File: src/rtl/universal_counter_scheduler_pkg.sv
// Shared types for the universal counter scheduler: FSM states, completion causes
// and the default counter width.
package universal_counter_pkg;

  localparam int DEF_WIDTH = 4;

  typedef enum logic [1:0] {
    ST_IDLE  = 2'd0,
    ST_LOAD  = 2'd1,
    ST_COUNT = 2'd2,
    ST_DONE  = 2'd3
  } ucs_state_e;

  typedef enum logic [1:0] {
    ERR_NONE     = 2'd0,
    ERR_ABORT    = 2'd1,
    ERR_MISMATCH = 2'd2,
    ERR_TIMEOUT  = 2'd3
  } ucs_cause_e;

  function automatic logic cause_is_error(ucs_cause_e c);
    return (c != ERR_NONE);
  endfunction

endpackage

File: src/rtl/universal_counter_scheduler_if.sv
// Bundle between the scheduler, its requesters and the shared four_universal_counter.
// master = requester/counter side, slave = scheduler.
interface universal_counter_scheduler_if
  import universal_counter_pkg::*;
#(
  parameter int WIDTH   = DEF_WIDTH,
  parameter int NREQ    = 2,
  parameter int TIMEOUT = 20
);
  localparam int TW = $clog2(TIMEOUT + 1);

  // req is a level held by a requester; grant is the registered one-hot owner,
  // held from LOAD through DONE; done is a one-cycle pulse to the owner, and
  // err/ticks are valid with it and held until the next job enters LOAD.
  logic [NREQ-1:0]       req;
  logic [NREQ*WIDTH-1:0] start;
  logic                  abort;
  logic [NREQ-1:0]       grant;
  logic [NREQ-1:0]       done;
  logic                  err;
  logic [TW-1:0]         ticks;
  logic                  busy;

  logic [WIDTH-1:0]      ctr_din;
  logic                  ctr_load;
  logic                  ctr_count;
  logic [WIDTH-1:0]      ctr_acount;
  logic                  ctr_cout;

  ucs_state_e            dbg_state;
  ucs_cause_e            dbg_cause;

  modport master (
    output req, start, abort, ctr_acount, ctr_cout,
    input  grant, done, err, ticks, busy, ctr_din, ctr_load, ctr_count,
    input  dbg_state, dbg_cause
  );

  modport slave (
    input  req, start, abort, ctr_acount, ctr_cout,
    output grant, done, err, ticks, busy, ctr_din, ctr_load, ctr_count,
    output dbg_state, dbg_cause
  );

endinterface

File: src/rtl/universal_counter_scheduler_rr_arbiter.sv
// Combinational round-robin arbiter: first set request searching upward from
// i_ptr+1 with wrap-around, returned as one-hot and as an index.
module rr_arbiter #(
  parameter int NREQ = 2,
  parameter int PW   = (NREQ > 1) ? $clog2(NREQ) : 1
) (
  input  logic [NREQ-1:0] i_req,
  input  logic [PW-1:0]   i_ptr,
  output logic [NREQ-1:0] o_gnt,
  output logic [PW-1:0]   o_idx,
  output logic            o_any
);

  logic [PW-1:0] w_cand;

  always_comb begin
    o_gnt  = '0;
    o_idx  = '0;
    o_any  = 1'b0;
    w_cand = '0;
    for (int off = 1; off <= NREQ; off++) begin
      w_cand = PW'((int'(i_ptr) + off) % NREQ);
      if (!o_any && i_req[w_cand]) begin
        o_any         = 1'b1;
        o_gnt[w_cand] = 1'b1;
        o_idx         = w_cand;
      end
    end
  end

endmodule

File: src/rtl/universal_counter_scheduler.sv
// Shares one four_universal_counter among NREQ requesters: round-robin pick,
// load start value, count to all-ones, report elapsed count cycles and errors.
module universal_counter_scheduler
  import universal_counter_pkg::*;
#(
  parameter int WIDTH   = DEF_WIDTH,
  parameter int NREQ    = 2,
  parameter int TIMEOUT = 20
) (
  input logic                          clk,
  input logic                          reset,
  universal_counter_scheduler_if.slave bus
);

  localparam int TW = $clog2(TIMEOUT + 1);
  localparam int PW = (NREQ > 1) ? $clog2(NREQ) : 1;
  localparam logic [TW-1:0] TIMER_LAST = TW'(TIMEOUT - 1);

  ucs_state_e       r_state;
  ucs_cause_e       r_cause;
  logic [NREQ-1:0]  r_grant;
  logic [NREQ-1:0]  r_done;
  logic [PW-1:0]    r_ptr;
  logic [PW-1:0]    r_owner;
  logic             r_err;
  logic [TW-1:0]    r_ticks;
  logic [TW-1:0]    r_cnt;
  logic [TW-1:0]    r_timer;
  logic [WIDTH-1:0] r_din;

  logic [NREQ-1:0]  w_win;
  logic [PW-1:0]    w_win_idx;
  logic             w_any;
  logic [WIDTH-1:0] w_win_start;
  logic             w_in_count;
  logic             w_mismatch;
  logic             w_count;
  logic             w_timeout;
  logic             w_finish;
  ucs_cause_e       w_cause;
  logic [TW-1:0]    w_ticks_next;

  rr_arbiter #(.NREQ(NREQ), .PW(PW)) u_arb (
    .i_req (bus.req),
    .i_ptr (r_ptr),
    .o_gnt (w_win),
    .o_idx (w_win_idx),
    .o_any (w_any)
  );

  assign w_win_start = bus.start[int'(w_win_idx)*WIDTH +: WIDTH];

  // The first COUNT cycle verifies the load landed; no count is issued if it did not.
  assign w_in_count   = (r_state == ST_COUNT);
  assign w_mismatch   = w_in_count && (r_timer == '0) && (bus.ctr_acount != r_din);
  assign w_count      = w_in_count && !bus.ctr_cout && !bus.abort && !w_mismatch;
  assign w_timeout    = (r_timer == TIMER_LAST);
  assign w_ticks_next = r_cnt + TW'(w_count);

  always_comb begin
    w_cause  = ERR_NONE;
    w_finish = 1'b0;
    if (bus.abort) begin
      w_cause  = ERR_ABORT;
      w_finish = 1'b1;
    end else if (w_mismatch) begin
      w_cause  = ERR_MISMATCH;
      w_finish = 1'b1;
    end else if (bus.ctr_cout) begin
      w_cause  = ERR_NONE;
      w_finish = 1'b1;
    end else if (w_timeout) begin
      w_cause  = ERR_TIMEOUT;
      w_finish = 1'b1;
    end
  end

  always_ff @(posedge clk or posedge reset) begin
    if (reset) begin
      r_state <= ST_IDLE;
      r_cause <= ERR_NONE;
      r_grant <= '0;
      r_done  <= '0;
      r_ptr   <= PW'(NREQ - 1);
      r_owner <= '0;
      r_err   <= 1'b0;
      r_ticks <= '0;
      r_cnt   <= '0;
      r_timer <= '0;
      r_din   <= '0;
    end else begin
      r_done <= '0;
      case (r_state)
        ST_IDLE: begin
          if (w_any) begin
            r_grant <= w_win;
            r_owner <= w_win_idx;
            r_din   <= w_win_start;
            r_err   <= 1'b0;
            r_ticks <= '0;
            r_cause <= ERR_NONE;
            r_state <= ST_LOAD;
          end
        end
        ST_LOAD: begin
          r_cnt   <= '0;
          r_timer <= '0;
          if (bus.abort) begin
            r_done  <= r_grant;
            r_err   <= 1'b1;
            r_cause <= ERR_ABORT;
            r_ticks <= '0;
            r_state <= ST_DONE;
          end else begin
            r_state <= ST_COUNT;
          end
        end
        ST_COUNT: begin
          r_cnt   <= w_ticks_next;
          r_timer <= r_timer + TW'(1);
          if (w_finish) begin
            r_done  <= r_grant;
            r_err   <= cause_is_error(w_cause);
            r_cause <= w_cause;
            r_ticks <= w_ticks_next;
            r_state <= ST_DONE;
          end
        end
        ST_DONE: begin
          r_grant <= '0;
          r_ptr   <= r_owner;
          r_state <= ST_IDLE;
        end
        default: r_state <= ST_IDLE;
      endcase
    end
  end

  assign bus.grant     = r_grant;
  assign bus.done      = r_done;
  assign bus.err       = r_err;
  assign bus.ticks     = r_ticks;
  assign bus.busy      = (r_state != ST_IDLE);
  assign bus.ctr_din   = r_din;
  assign bus.ctr_load  = (r_state == ST_LOAD);
  assign bus.ctr_count = w_count;
  assign bus.dbg_state = r_state;
  assign bus.dbg_cause = r_cause;

  a_load_count_excl: assert property (@(posedge clk) disable iff (reset)
    !(bus.ctr_load && bus.ctr_count));
  a_grant_onehot0: assert property (@(posedge clk) disable iff (reset) $onehot0(r_grant));
  a_done_onehot0: assert property (@(posedge clk) disable iff (reset) $onehot0(r_done));

endmodule

File: src/flat_wrapper.sv
// flat-port wrapper written by rule: the top's interface ports become plain ports
module universal_counter_scheduler_flat import universal_counter_pkg::*;
#(
  parameter int WIDTH   = DEF_WIDTH,
  parameter int NREQ    = 2,
  parameter int TIMEOUT = 20
)
  (clk, reset, bus_req, bus_start, bus_abort, bus_ctr_acount, bus_ctr_cout, bus_grant, bus_done, bus_err, bus_ticks, bus_busy, bus_ctr_din, bus_ctr_load, bus_ctr_count, bus_dbg_state, bus_dbg_cause);
  universal_counter_scheduler_if #(.WIDTH(WIDTH), .NREQ(NREQ), .TIMEOUT(TIMEOUT)) bus_i ();
  input logic clk;
  input logic reset;
  input wire logic [$bits(bus_i.req)-1:0] bus_req;
  input wire logic [$bits(bus_i.start)-1:0] bus_start;
  input wire logic [$bits(bus_i.abort)-1:0] bus_abort;
  input wire logic [$bits(bus_i.ctr_acount)-1:0] bus_ctr_acount;
  input wire logic [$bits(bus_i.ctr_cout)-1:0] bus_ctr_cout;
  output wire logic [$bits(bus_i.grant)-1:0] bus_grant;
  output wire logic [$bits(bus_i.done)-1:0] bus_done;
  output wire logic [$bits(bus_i.err)-1:0] bus_err;
  output wire logic [$bits(bus_i.ticks)-1:0] bus_ticks;
  output wire logic [$bits(bus_i.busy)-1:0] bus_busy;
  output wire logic [$bits(bus_i.ctr_din)-1:0] bus_ctr_din;
  output wire logic [$bits(bus_i.ctr_load)-1:0] bus_ctr_load;
  output wire logic [$bits(bus_i.ctr_count)-1:0] bus_ctr_count;
  output wire logic [$bits(bus_i.dbg_state)-1:0] bus_dbg_state;
  output wire logic [$bits(bus_i.dbg_cause)-1:0] bus_dbg_cause;
  assign bus_i.req = bus_req;
  assign bus_i.start = bus_start;
  assign bus_i.abort = bus_abort;
  assign bus_i.ctr_acount = bus_ctr_acount;
  assign bus_i.ctr_cout = bus_ctr_cout;
  assign bus_grant = bus_i.grant;
  assign bus_done = bus_i.done;
  assign bus_err = bus_i.err;
  assign bus_ticks = bus_i.ticks;
  assign bus_busy = bus_i.busy;
  assign bus_ctr_din = bus_i.ctr_din;
  assign bus_ctr_load = bus_i.ctr_load;
  assign bus_ctr_count = bus_i.ctr_count;
  assign bus_dbg_state = bus_i.dbg_state;
  assign bus_dbg_cause = bus_i.dbg_cause;
  universal_counter_scheduler #(.WIDTH(WIDTH), .NREQ(NREQ), .TIMEOUT(TIMEOUT)) u_core (.clk(clk), .reset(reset), .bus(bus_i));
endmodule
File: config.mk
export PLATFORM = sky130hd
export DESIGN_NAME = universal_counter_scheduler_flat
export DESIGN_NICKNAME = d
export VERILOG_FILES = /design/src/rtl/universal_counter_scheduler_pkg.sv /design/src/rtl/universal_counter_scheduler_if.sv /design/src/rtl/universal_counter_scheduler_rr_arbiter.sv /design/src/rtl/universal_counter_scheduler.sv /design/src/flat_wrapper.sv
export SDC_FILE = /design/constraint.sdc
export NUM_CORES = 1
export LEC_CHECK = 0
export CAP_MARGIN = 20
export CORE_AREA = 5 5 66 68
export DETAILED_ROUTE_END_ITERATION = 8
export DIE_AREA = 0 0 71 73
export GPL_TIMING_DRIVEN = 0
export PLACE_DENSITY = 0.72
export SLEW_MARGIN = 20
export SYNTH_ARGS = -nofsm -noshare
export SYNTH_HDL_FRONTEND = slang
export SYNTH_SLANG_ARGS = --single-unit
File: constraint.sdc
create_clock -name clk -period 4.42 [get_ports clk]
set_clock_uncertainty 0.05 [all_clocks]
set_input_delay 1.105 -clock clk [delete_from_list [all_inputs] [get_ports clk]]
set_output_delay 1.105 -clock clk [all_outputs]
set_load 0.005 [all_outputs]
==> flow_metrics.tcl, run 1 <==
set metrics [dict create \
    maxCapViolCount 0 \
    initial_utilization_pct 42.5 \
    finalSetupViolCount 0 \
    finalCriticalPeriod_ns 4.11 \
    rr_endpoint "u_core.bus.ticks[4]" \
    vdd_ir_drop_max_mv 0.246 \
    place.detailed.hpwl_mm 2.73 \
    h-tree-depth 2 \
    insertion_delay_ns 0.28 \
    cts-hold-fix-buffers 0 \
    grt_max_degree 31 \
    async_flop_share_pct 100 \
    ant_nets 0 \
    cts_buffers 5 \
    finalPower_uw 1200 \
    syn_inst 155 \
    grt_use_total_pct 14.9 \
    worstHoldEndpoint "u_core.bus.err" \
    end_kind "output port" \
    hold_viol 0 \
    die_y_um 73 \
    diodes 0 \
    synth.largest_area_cell "dfrtp_1" \
    netlist_area_um2 1610 \
    area_growth_pct 33.1 \
    synth_edf_count 0 \
    first_global_vias 1305 \
    wirelength_mm 3.57 \
    die_w_um 71 \
    hold_class "reg -> reg" \
    clk_pin_slew_worst_paths_ns 0.06 \
    cts_buffer_depth 2 \
    grt_antenna_before_repair 0 \
    worst_slew_pin_slew_ns 0.599 \
    yosys-top-cells-count "dfrtp_1, nand2_1, inv_1, o21ai_0, mux2_2" \
    critPathArrivalTime_ns 2.96 \
    finalMaxSlewViolations 0 \
    drtIter0Drc 70 \
    ys_top_cells_by_area "dfrtp_1, mux2_2, ha_1, mux2i_1, o21ai_0" \
    drc 0 \
    worstPathRequired_ns 3.26 \
    r2r_start "u_core.bus.dbg_state[0]" \
    ys.flop_type "dfrtp_1" \
    num_vias 1285 \
    synth.most_common_cell "dfrtp_1" \
    start_kind "primary input" \
    fin_crit_sh_pct 93.1 \
    grt_pass1_wl_mm 5.99 \
    syn_nets 181 \
    status "finished clean" \
    max_freq_mhz 243 \
    crit_fanout 3 \
    postCtsResizedCells 0 \
    die-area_um2 5180 \
    ys_warn_count 0 \
    cts_setup_buffers 0 \
    rsz0062_at_grt "false" \
    critPathKind "in -> out" \
    r2r_cells 11 \
    io_buffers 38 \
    ys_seq_area_share_pct 46.6 \
    drtPass1Iterations 4 \
    clkSinkCount 30 \
    gr-total-overflow 0 \
    rows 23 \
    num_io_pins 39 \
    holdPathStages 1 \
    synth.distinct_cells 35 \
    layout.nets 226 \
    hp-start "u_core.bus.err" \
    cts_root_buffer "clkbuf_8" \
    fin_tns_setup_ns 0 \
    leakage_uw 0.000975 \
    cts_tree "built" \
    ys_seq_elements 30 \
    core_um2 3800 \
    p_per_area_nw_per_um2 559 \
    viasPerCell 5.12 \
    netlist.area_leader.share_pct 45.0 \
    slew_headroom_pct 60.0 \
    drive_above_1_share_pct 12.9 \
    wl_per_cell_um 14.2 \
    gp_congestion 0.815 \
    syn_area_per_cell_um2 10.4 \
    rrSetupSlack_ns 1.76 \
]
-- flip-flops by register name, indices dropped and copies added, names as in the netlist --
signal                count
u_core.bus.ticks          5
u_core.r_cnt              5
u_core.r_timer            5
u_core.bus.ctr_din        4
u_core.bus.dbg_cause      2
u_core.bus.dbg_state      2
u_core.bus.done           2
u_core.bus.grant          2
u_core.bus.err            1
u_core.r_owner            1
u_core.r_ptr              1
-- cell type report --
class                      count  area (µm²)
buffer                         4        16.3
timing repair buffer          38         380
fill                         348        1650
clock buffer                   7        86.3
multi-input combinational    109         800
inverter                      12        45.0
tap                           50        62.6
sequential                    30         752
clock inverter                 1        5.00
-- report_power, final --
part           internal, µW  total [µW]  switching, µW
logic                   274         578            304
registers               342         396           54.5
clock network           125         226            101
total                   741        1200            459
-- worst max-delay path, stage by stage --
cell and delay (ns):
clkdlybuf4s50_1 0.42, xor2_1 0.17, nor4_4 0.37, or2_2 0.18, and3_1 0.19, clkdlybuf4s50_1 0.52
-- metrics by stage --
step                      instance area, µm²  hold slack (ns)  utilization (%)  worst slack, ns  cells
after floorplan                         1610            0.411                -             1.35    155
after global placement                  2060            0.433             54.1            0.313    243
after detailed placement                2060            0.444             54.1            0.290    243
after CTS                               2150            0.458             56.5            0.288    251
after global routing                    2150            0.485             56.5            0.249    251
final                                   2150            0.454             56.5            0.306    251
-- worst max path at each step --
stage | from | to | slack (ns)
finish | bus_ctr_acount[1] | bus_ctr_count | 0.31
global route | bus_ctr_acount[1] | bus_ctr_count | 0.25
CTS | bus_ctr_acount[1] | bus_ctr_count | 0.29
detailed placement | bus_ctr_acount[1] | bus_ctr_count | 0.29
global placement | bus_ctr_acount[1] | bus_ctr_count | 0.31
floorplan | bus_ctr_acount[1] | bus_ctr_count | 1.35
-- cell usage in the layout, fill, tap and decap left out, types with 2 or more instances in the layout --
cell type	synthesis	final
o22ai_1	2	2
mux2i_1	8	8
a21oi_1	4	4
dfrtp_1	29	29
xor2_1	6	6
nand2_1	16	16
clkbuf_1	3	4
clkdlybuf4s50_1	0	38
ha_1	8	8
inv_1	12	11
nand3_1	9	9
clkbuf_8	0	6
a22o_1	2	2
and2_1	4	4
nand2b_1	2	2
mux2_2	11	11
nor2_1	6	6
nor3_1	2	2
o21ai_0	12	12
and3_1	2	2
-- metal layers --
layer  up-vias  wire (µm)  GRT usage [%]
li1        628          -              -
met1       624       1520           18.1
met2        26       1810           24.3
met3         7        149           4.55
met4         0         82           6.68
met5         -          0              0
-- cells by family after synthesis --
| logic type | share of synthesized area, % |
|---|---|
| AO/OA/AOI/OAI | 11.8 |
| buffers and inverters | 3.80 |
| XOR/XNOR | 3.80 |
| AND/OR/NAND/NOR | 15.1 |
| multiplexers | 12.6 |
| flip-flops | 46.6 |
| adder cells (fa/ha/maj) | 6.21 |
(Power assumes the default switching activity.)
==> run 2, diff against run 1 <==
--- a/config.mk
+++ b/config.mk
@@ -6,12 +6,14 @@
 export NUM_CORES = 1
 export LEC_CHECK = 0
 export CAP_MARGIN = 20
-export CORE_AREA = 5 5 66 68
+export CORE_AREA = 5 5 67 69
+export CTS_CLUSTER_DIAMETER = 200
 export DETAILED_ROUTE_END_ITERATION = 8
-export DIE_AREA = 0 0 71 73
+export DIE_AREA = 0 0 72 74
 export GPL_TIMING_DRIVEN = 0
 export PLACE_DENSITY = 0.72
 export SLEW_MARGIN = 20
 export SYNTH_ARGS = -nofsm -noshare
 export SYNTH_HDL_FRONTEND = slang
+export SYNTH_HIERARCHICAL = 1
 export SYNTH_SLANG_ARGS = --single-unit
==> flow_metrics.tcl, run 2 <==
set metrics [dict create \
    postCtsResizedCells 0 \
    hp-start "u_core/r_timer[4]" \
    cts_root_buffer "clkbuf_8" \
    seq_power_share_pct 30.6 \
    h-tree-depth 2 \
    netlist_area_um2 1670 \
    io_buffers 38 \
    grt_pass1_wl_mm 6.38 \
    max_stage_delay_ns 0.55 \
    initial_utilization_pct 43.4 \
    fin_ws_ns 0.414 \
    rows 23 \
    core_um2 3860 \
    num_io_pins 39 \
    maxCapViolCount 0 \
    finalSetupViolCount 0 \
    die_w_um 72 \
    end_kind "output port" \
    hold_viol 0 \
    area_growth_pct 34.8 \
    rsz0062_at_grt "false" \
    wirelength_mm 3.64 \
    gp_congestion 0.879 \
    critPathArrivalTime_ns 2.85 \
    final_common_cell "clkdlybuf4s50_1" \
    place.detailed.hpwl_mm 2.92 \
    ys_seq_elements 30 \
    netlist.area_leader.share_pct 43.3 \
    final_cell_mix "clkdlybuf4s50_1, dfrtp_1, nand2_1" \
    ys.flop_type "dfrtp_1" \
    drtPass1Iterations 4 \
    async_flop_share_pct 100 \
    critPathKind "in -> out" \
    dr_wl_met2_mm 1.83 \
    finalMaxSlewViolations 0 \
    cts_buffers 5 \
    crit_top_cell "clkdlybuf4s50_1" \
    clockPowerShare_pct 21.4 \
    die-area_um2 5330 \
    ant_nets 0 \
    viasPerCell 5.09 \
    insertion_delay_ns 0.28 \
    worst_path_max_delay_cell "clkdlybuf4s50_1" \
    worstPathRequired_ns 3.26 \
    synth_edf_count 0 \
    swShare_pct 36.0 \
    grt_max_degree 18 \
    max_freq_mhz 250 \
    clkSinkCount 30 \
    met3_length_um 213 \
    cts_setup_buffers 0 \
    ys_seq_area_share_pct 44.9 \
    p_per_area_nw_per_um2 574 \
    yosys-top-cells-count "dfrtp_1, nand2_1, inv_1" \
    diodes 0 \
    hold_class "reg -> reg" \
    syn_inst 162 \
    drc 0 \
    leakage_uw 0.00101 \
    r2r_start "u_core/bus.dbg_state[0]" \
    grt_use_total_pct 15.5 \
    crit_fanout 6 \
    ys_top_cells_by_area "dfrtp_1, ha_1, mux2_4, mux2i_1, nand2_1" \
    internal_power_uw 828 \
    synth.largest_area_cell "dfrtp_1" \
    highest_layer "met4" \
    slew_headroom_pct 57.4 \
    finalCriticalPeriod_ns 4.01 \
    fin_crit_sh_pct 90.6 \
    ys_warn_count 6 \
    grt_antenna_before_repair 0 \
    synth.distinct_cells 39 \
    drive_above_1_share_pct 13.0 \
    gr-total-overflow 0 \
    vdd_ir_drop_max_mv 0.326 \
    wl_met1_mm 1.52 \
    synth.most_common_cell "dfrtp_1" \
    worst_slew_pin_slew_ns 0.639 \
    fin_tns_setup_ns 0 \
    syn_nets 188 \
    layout.nets 234 \
    start_kind "primary input" \
    power_frac_comb_pct 48.0 \
    status "finished clean" \
    wl_per_cell_um 14.1 \
    cts-hold-fix-buffers 0 \
    cts_buffer_depth 2 \
    cts_tree "built" \
    clk_pin_slew_worst_paths_ns 0.06 \
    first_global_vias 1407 \
    drtIter0Drc 58 \
    place_ws_ns 0.403 \
    die_y_um 74 \
    num_vias 1313 \
    syn_area_per_cell_um2 10.3 \
    crit_chain "clkdlybuf4s50_1 -> or3b_4 -> a21oi_1 -> clkdlybuf4s50_1" \
    critPathLaunch "bus_abort" \
    power_switching_uw 466 \
]
==> run 2: cell count changes after synthesis, sizes merged, moves of 3 or more <==
| cell | delta |
|---|---|
| a21boi | +3 |
| a21oi | +3 |
| xnor2 | +4 |
| xor2 | -4 |
==> run 2: metal layers <==
| layer | GRT usage [%] | vias to the layer above |
|---|---|---|
| li1 | - | 646 |
| met1 | 17.2 | 627 |
| met2 | 26.5 | 31 |
| met3 | 5.81 | 9 |
| met4 | 7.31 | 0 |
| met5 | 0 | - |
==> run 2: critical path: cells and delay by family <==
family                 cells  cell delay (ns)
buffers and inverters      2             1.07
and+or+nand+nor            1             0.46
AOI/OAI and AO/OA          1             0.22
==> run 2: stage by stage <==
stage	total power (µW)	cell area, µm²	std cells	util, %	hold WS [ns]
floorplan	793	1670	162	-	0.407
global placement	1000	2120	250	54.9	0.426
detailed placement	1020	2140	251	55.6	0.443
CTS	1310	2260	258	58.5	0.455
global route	1390	2260	258	58.5	0.477
finish	1290	2260	258	58.5	0.452
==> run 2: cell families after synthesis <==
logic type      count (synthesis)  synth area share (%)
buf+inv                        18                  4.33
xor+xnor                        7                  3.66
simple gates                   46                  14.8
fa+ha+maj                       8                  5.98
compound gates                 37                  14.9
mux                            16                  11.4
flops                          30                  44.9
==> run 2: layout make-up <==
class / instances / area, µm²
inverter: 13 / 48.8
sequential: 30 / 752
clock buffer: 6 / 82.6
timing repair buffer: 39 / 408
fill: 358 / 1600
tap: 50 / 62.6
multi-input combinational: 114 / 850
clock inverter: 1 / 30.0
buffer: 5 / 23.8
==> run 2: worst paths after layout <==
check	end	slack [ns]	cells past startpoint
worst max-delay path	bus_ctr_count	0.41	4
worst min-delay path	u_core/r_timer[4]	0.45	1
worst max register to register	u_core/r_cnt[4]	1.57	12
worst min register to register	u_core/r_timer[4]	0.45	1
max in group asynchronous	u_core/r_timer[3]	2.66	3
min in group asynchronous	u_core/bus.dbg_cause[1]	1.15	2
==> run 2: power by group through the flow <==
stage,Sequential [µW],Combinational (µW),Clock (µW)
floorplan,396,398,0
global placement,397,607,0
detailed placement,401,622,0
CTS,397,628,283
global route,405,685,301
finish,396,621,278
==> run 3, diff against run 2 <==
--- a/config.mk
+++ b/config.mk
@@ -12,6 +12,7 @@
 export DIE_AREA = 0 0 72 74
 export GPL_TIMING_DRIVEN = 0
 export PLACE_DENSITY = 0.72
+export REMOVE_ABC_BUFFERS = 1
 export SLEW_MARGIN = 20
 export SYNTH_ARGS = -nofsm -noshare
 export SYNTH_HDL_FRONTEND = slang
==> flow_metrics.tcl, run 3 (synthesis results as in run 2) <==
set metrics [dict create \
    rr_endpoint "u_core/bus.ticks[4]" \
    cts_tree "built" \
    initial_utilization_pct 43.4 \
    drive_above_1_share_pct 11.9 \
    die_y_um 74 \
    n_fill_cell 333 \
    crit_fanout 6 \
    num_vias 1307 \
    clk_pin_slew_worst_paths_ns 0.06 \
    io_buffers 38 \
    insertion_delay_ns 0.28 \
    drc 0 \
    grt_max_degree 17 \
    wirelength_mm 3.77 \
    layout.nets 229 \
    drtIter0Drc 44 \
    gr-total-overflow 0 \
    fin_ws_ns 0.397 \
    critPathKind "in -> out" \
    rows 23 \
    final_common_cell "clkdlybuf4s50_1" \
    rsz0062_at_grt "false" \
    diodes 0 \
    fin_crit_sh_pct 91.0 \
    status "finished clean" \
    h-tree-depth 2 \
    finalMaxSlewViolations 0 \
    die_w_um 72 \
    cts_buffers 5 \
    finalCriticalPeriod_ns 4.02 \
    vdd_ir_drop_max_mv 0.355 \
    drtPass1Iterations 4 \
    ant_nets 0 \
    r2r_cells 11 \
    cts_buffer_depth 2 \
    postCtsResizedCells 0 \
    max_freq_mhz 249 \
    wl_per_cell_um 15.0 \
    place.detailed.hpwl_mm 2.89 \
    maxCapViolCount 0 \
    cts-hold-fix-buffers 0 \
    slew_headroom_pct 43.3 \
    hold_class "reg -> reg" \
    first_global_vias 1437 \
    grt_antenna_before_repair 0 \
    area_growth_pct 31.6 \
    cts_root_buffer "clkbuf_8" \
    critPathArrivalTime_ns 2.87 \
    final_cell_mix "clkdlybuf4s50_1, dfrtp_1, nand2_1" \
    leakage_uw 0.000984 \
    finalSetupViolCount 0 \
    critical_path.endpoint "bus_ctr_count" \
    die-area_um2 5330 \
    core_um2 3860 \
    num_io_pins 39 \
    worstPathRequired_ns 3.26 \
    finalPower_uw 1220 \
    start_kind "primary input" \
    end_kind "output port" \
    grt_pass1_wl_mm 6.59 \
    p_per_area_nw_per_um2 553 \
    layoutNonFillerInstCount 252 \
    placed_cells 246 \
    worst_slew_pin_slew_ns 0.843 \
    clkSinkCount 30 \
    fin_tns_setup_ns 0 \
    place_ws_ns 0.401 \
    cts_setup_buffers 0 \
    grt_use_total_pct 15.7 \
    gp_congestion 0.785 \
    hold_viol 0 \
    viasPerCell 5.19 \
    r2r_start "u_core/bus.dbg_state[0]" \
    rrSetupSlack_ns 1.50 \
    critPathLaunch "bus_abort" \
]
run 3: cell count changes in the layout (fill, tap and decap cells not counted):
cell,change
bufinv_16,-1
buf_4,-1
clkbuf_1,-3
buf_2,-1
run 3: area by class of cell:
type                       count  area [µm²]  area share [%]
tap                           50        62.6            2.84
inverter                      13        48.8            2.21
sequential                    30         752            34.1
multi-input combinational    114         850            38.6
timing repair buffer          39         408            18.5
clock buffer                   6        82.6            3.75
run 3: how the worst min path moves through the flow:
stage                 startpoint                end  slack, ns  cells past startpoint
2_1_floorplan  u_core/r_timer[4]  u_core/r_timer[4]       0.41                      1
3_3_place_gp     u_core/r_cnt[0]    u_core/r_cnt[0]       0.43                      2
3_5_place_dp   u_core/r_timer[4]  u_core/r_timer[4]       0.44                      1
4_1_cts        u_core/r_timer[4]  u_core/r_timer[4]       0.46                      1
5_1_grt           u_core/r_owner     u_core/r_owner       0.47                      1
6_report       u_core/r_timer[4]  u_core/r_timer[4]       0.46                      1
run 3: power by group:
| group | total, µW | internal [µW] | leakage [µW] | switching, µW |
|---|---|---|---|---|
| logic | 610 | 294 | 0.000547 | 317 |
| registers | 398 | 343 | 0.000393 | 54.5 |
| clock network | 210 | 120 | 0.0000431 | 90.7 |
| total | 1220 | 757 | 0.000984 | 462 |
run 3: worst max-delay path: stages:
cell and delay [ns]:
clkdlybuf4s50_1 0.51, or3b_4 0.45, a21oi_1 0.24, clkdlybuf4s50_1 0.56
run 3: stage by stage:
stage	utilization, %	hold slack [ns]	area, µm²
after CTS	57.1	0.455	2200
after detailed placement	55.0	0.441	2120
final	57.1	0.458	2200
after global placement	54.3	0.429	2090
after global routing	57.1	0.474	2200
after floorplan	-	0.407	1650
run 3: routing by layer:
| layer | GRT usage (%) | wire (µm) | up-vias |
|---|---|---|---|
| met5 | 0 | 0 | - |
| met4 | 6.05 | 51 | 0 |
| met3 | 4.73 | 175 | 6 |
| met2 | 26.3 | 1910 | 35 |
| met1 | 19.0 | 1640 | 622 |
| li1 | - | - | 644 |
==> variant 1, RTL diff (flow settings as in run 2) <==
`DEF_WIDTH`: 4 -> 5.
--- a/src/rtl/universal_counter_scheduler_pkg.sv
+++ b/src/rtl/universal_counter_scheduler_pkg.sv
@@ -2,7 +2,7 @@
 // and the default counter width.
 package universal_counter_pkg;
 
-  localparam int DEF_WIDTH = 4;
+  localparam int DEF_WIDTH = 5;
 
   typedef enum logic [1:0] {
     ST_IDLE  = 2'd0,
Ports: changed (resized bus_ctr_acount, bus_ctr_din and bus_start); port bits go from 39 to 43. No check against the original RTL was run, so the function may have changed too.
==> variant 1 against run 2 <==
  * Cell area increased by 2.8%
  * Routed wire length decreased by 1.3%
  * Synthesized cell count increased by 7.4%
  * First-iteration DRC count increased by 110%
  * Total power increased by 4.8%
  * Sequential cell count increased by 1
  * Global-route usage increased by 0.053 points
  * Worst setup slack got worse by 120 ps
  * Synthesized area increased by 3.0%
  * Die area unchanged
  * Register-to-register slack improved by 60 ps
==> variant 1: results (changes against run 2) <==
[synthesis]
syn_inst=174  ; was 162
ys_ff_latch=31  ; was 30
syn-num-nets=203  ; was 188
synth_common_cells=dfrtp_1 (30), nand2_1 (17), inv_1 (14), nor2_1 (14), o21ai_0 (13)  ; was dfrtp_1 (29), nand2_1 (17), inv_1 (13)
synth_compound_area_share_pct=11.4  ; was 14.9%
synth_area_leaders=dfrtp_1 (44%), ha_1 (5.8%), mux2i_1 (5.8%), o21ai_0 (3.8%), nand2_1 (3.7%)  ; was dfrtp_1 (43%), ha_1 (6.0%), mux2_4 (4.5%), mux2i_1 (4.2%), nand2_1 (3.8%)
synth_seq_area_share_pct=45.1  ; was 44.9%
synthAdderAreaFrac_pct=5.81  ; was 5.98%
synth_xor_xnor_area_share_pct=4.06  ; was 3.66%

[cells_and_area]
area_delta_synth_final_pct=34.6  ; was 34.8%
multi_input_comb_cells=122  ; was 114
fillers=349  ; was 358
drive_gt1_share_pct=11.2  ; was 13.0%
inv_count=14  ; was 13
nNonClkBuffers=48  ; was 44
finalInstanceArea_sq_um=2320  ; was 2260 sq um
seq_share_pct=33.5  ; was 33.3%

[pwr]
seq_power_uw=420  ; was 396 uW
ir_drop_mv=0.293  ; was 0.326 mV

[place]
place_hpwl_microns=2740  ; was 2920 microns
port-buffer-count=41  ; was 38
placed_cell_area_sq_um=2200  ; was 2140 sq um
gp_congestion=0.863  ; was 0.879
dp_slack_ps=121  ; was 403 ps

[detailed_routing]
drt_iter0_drc=122  ; was 58
num_vias=1394  ; was 1,313
met1_length_microns=1560  ; was 1520 microns

[grt]
grt_usage_pct=15.6  ; was 15.5%
grt_pass1_wl_microns=6430  ; was 6380 microns
grt_max_degree=32  ; was 18

[status]
status=finished, final reports clean  ; unchanged

## variant 1: changes by cell type after synthesis, moves of 2 or more
cell | before | now
nor2_1 | 8 | 14
and2_1 | 3 | 1
nor3_1 | 1 | 3
a211oi_1 | 3 | 0
o211ai_1 | 2 | 0
nand3_1 | 8 | 10
o21a_1 | 0 | 2
clkbuf_1 | 3 | 5
mux2i_1 | 7 | 10
## variant 1: how the worst min path moves through the flow
| stage | cells past startpoint | slack, ps | from | to |
|---|---|---|---|---|
| after floorplan | 1 | 420 | u_core/r_owner$_DFFE_PP0P_ | u_core/r_owner$_DFFE_PP0P_ |
| after global placement | 1 | 450 | u_core/bus.ticks[4]$_DFFE_PP0P_ | u_core/bus.ticks[4]$_DFFE_PP0P_ |
| after detailed placement | 1 | 450 | u_core/r_owner$_DFFE_PP0P_ | u_core/r_ptr$_DFFE_PP1P_ |
| after CTS | 1 | 460 | u_core/r_owner$_DFFE_PP0P_ | u_core/r_ptr$_DFFE_PP1P_ |
| after global routing | 1 | 480 | u_core/bus.ticks[4]$_DFFE_PP0P_ | u_core/bus.ticks[4]$_DFFE_PP0P_ |
| final | 1 | 460 | u_core/r_owner$_DFFE_PP0P_ | u_core/r_ptr$_DFFE_PP1P_ |
## variant 1: cells by family after synthesis
logic type / Yosys count
AO/OA/AOI/OAI: 32
XOR/XNOR: 8
adder cells (fa/ha/maj): 8
buffers and inverters: 21
flip-flops: 31
multiplexers: 19
AND/OR/NAND/NOR: 55
## variant 1: timing repair
action                                  4_1_cts  5_1_grt
endpoints found under the setup margin        0        1
resized for setup                             0        1
hold buffers                                  0        0
buffers inserted                              0        0
==> variant 2, RTL diff (flow settings as in run 2) <==
Without the edit above. Make the reset (`reset`) synchronous in one clocked block.
--- a/src/rtl/universal_counter_scheduler.sv
+++ b/src/rtl/universal_counter_scheduler.sv
@@ -75,7 +75,7 @@
     end
   end
 
-  always_ff @(posedge clk or posedge reset) begin
+  always_ff @(posedge clk) begin
     if (reset) begin
       r_state <= ST_IDLE;
       r_cause <= ERR_NONE;
Check against the original RTL: differs if reset is asserted again (counterexample within 4 cycles, from zero or initial values and one cycle with reset high); with reset held inactive, the same outputs for 10 cycles.
==> variant 2 against run 2 <==
  * Sequential cell count unchanged
  * Synthesized area decreased by 4.0%
  * Worst setup slack got worse by 190 ps
  * Fmax decreased by 4.6%
  * Cell area decreased by 5.8%
  * Sequential power decreased by 13%
  * Critical path depth increased by 2
  * Cell count increased by 7.4%
  * Die area unchanged
  * Total power decreased by 18%
  * Routed wire length decreased by 5.4%
  * Critical path type unchanged
==> variant 2: results (changes against run 2) <==
[status]
status=finished, final reports clean  ; unchanged

[grt]
grt_pass1_vias=1287  ; was 1,407
gr-usage-met2_pct=22.2  ; was 26.5%
grt_usage_pct=14.0  ; was 15.5%
grt_pass1_wl_microns=5830  ; was 6380 microns
use_met1_pct=17.8  ; was 17.2%
grt_max_degree=11  ; was 18

[detailed_routing]
drt_iter0_drc=150  ; was 58
finalWirelength_microns=3450  ; was 3640 microns
route.met2.wl_microns=1610  ; was 1830 microns

[worst_setup_path]
worstPathMaxFanout=5  ; was 6
r2r-start=u_core/bus.dbg_state[0]$_SDFFE_PP0P_  ; was u_core/bus.dbg_state[0]$_DFFE_PP0P_
rrSetupSlack_ps=1510  ; was 1570 ps

[synthesis]
syn-num-nets=208  ; was 188
synth_area_leaders=dfxtp_1 (37%), mux2i_1 (8.7%), ha_1 (6.2%), nor2_1 (5.4%), nand2b_1 (3.1%)  ; was dfrtp_1 (43%), ha_1 (6.0%), mux2_4 (4.5%), mux2i_1 (4.2%), nand2_1 (3.8%)
synth_seq_area_share_pct=37.4  ; was 44.9%
synthFlopType=dfxtp_1  ; was dfrtp_1
synthArstFlopShare_pct=0  ; was 100%

[place]
gp_congestion=0.789  ; was 0.879
place_hpwl_microns=2650  ; was 2920 microns
dp_slack_ps=206  ; was 403 ps

[worst_hold_path]
min_from=u_core/bus.ticks[1]$_SDFFE_PP0P_  ; was u_core/r_timer[4]$_DFFE_PP0P_

[pwr]
p_int_uw=663  ; was 828 uW
p_leak_nw=0.794  ; was 1.01 nW

[cells_and_area]
drive_gt1_share_pct=4.41  ; was 13.0%

## variant 2: changes by cell type in the layout (fill, tap and decap cells not counted), sizes merged, moves of 7 or more
cell	run 2	this run
dfxtp	0	30
dfrtp	29	0
nor2	8	23
nand2	18	8
mux2	9	1
mux2i	7	14
nand2b	1	8
o21ai	12	5
## variant 2: power by group through the flow
stage	Clock [mW]	Combinational [mW]	Sequential (mW)
finish	0.201	0.511	0.346
detailed placement	0	0.510	0.352
CTS	0.208	0.514	0.347
floorplan	0	0.332	0.349
global placement	0	0.512	0.353
global route	0.222	0.566	0.353
## variant 2: kinds of logic (layout without fill, tap and decap cells)
kind of cell               count (synthesis)  after routing  share of synthesized area, %
AOI/OAI and AO/OA                         33             33                          14.3
DFF                                       30             30                          37.4
and+or+nand+nor                           69             69                          22.2
buffers and inverters                     17             62                          5.06
muxes                                     15             15                          9.42
adders and majority gates                  8              8                          6.23
xor gates and xnor gates                  10             10                          5.45
## variant 2: through the flow
| stage | power (mW) | cells | instance area [sq um] | utilization (%) | hold WS, ps |
|---|---|---|---|---|---|
| floorplan | 0.681 | 182 | 1610 | - | 399 |
| global placement | 0.865 | 270 | 2050 | 53.1 | 407 |
| detailed placement | 0.863 | 270 | 2050 | 53.1 | 416 |
| CTS | 1.07 | 277 | 2130 | 55.1 | 426 |
| global route | 1.14 | 277 | 2130 | 55.1 | 454 |
| finish | 1.06 | 277 | 2130 | 55.1 | 421 |
## variant 2: final cells by class
type / instances / area [sq um] / share of cell area, %
Multi-Input combinational cell: 135 / 925 / 43.5
Sequential cell: 30 / 601 / 28.3
Timing Repair Buffer: 38 / 380 / 17.9
Clock buffer: 7 / 76.3 / 3.59
Tap cell: 50 / 62.6 / 2.94
Buffer: 8 / 45.0 / 2.12
Inverter: 9 / 36.3 / 1.71
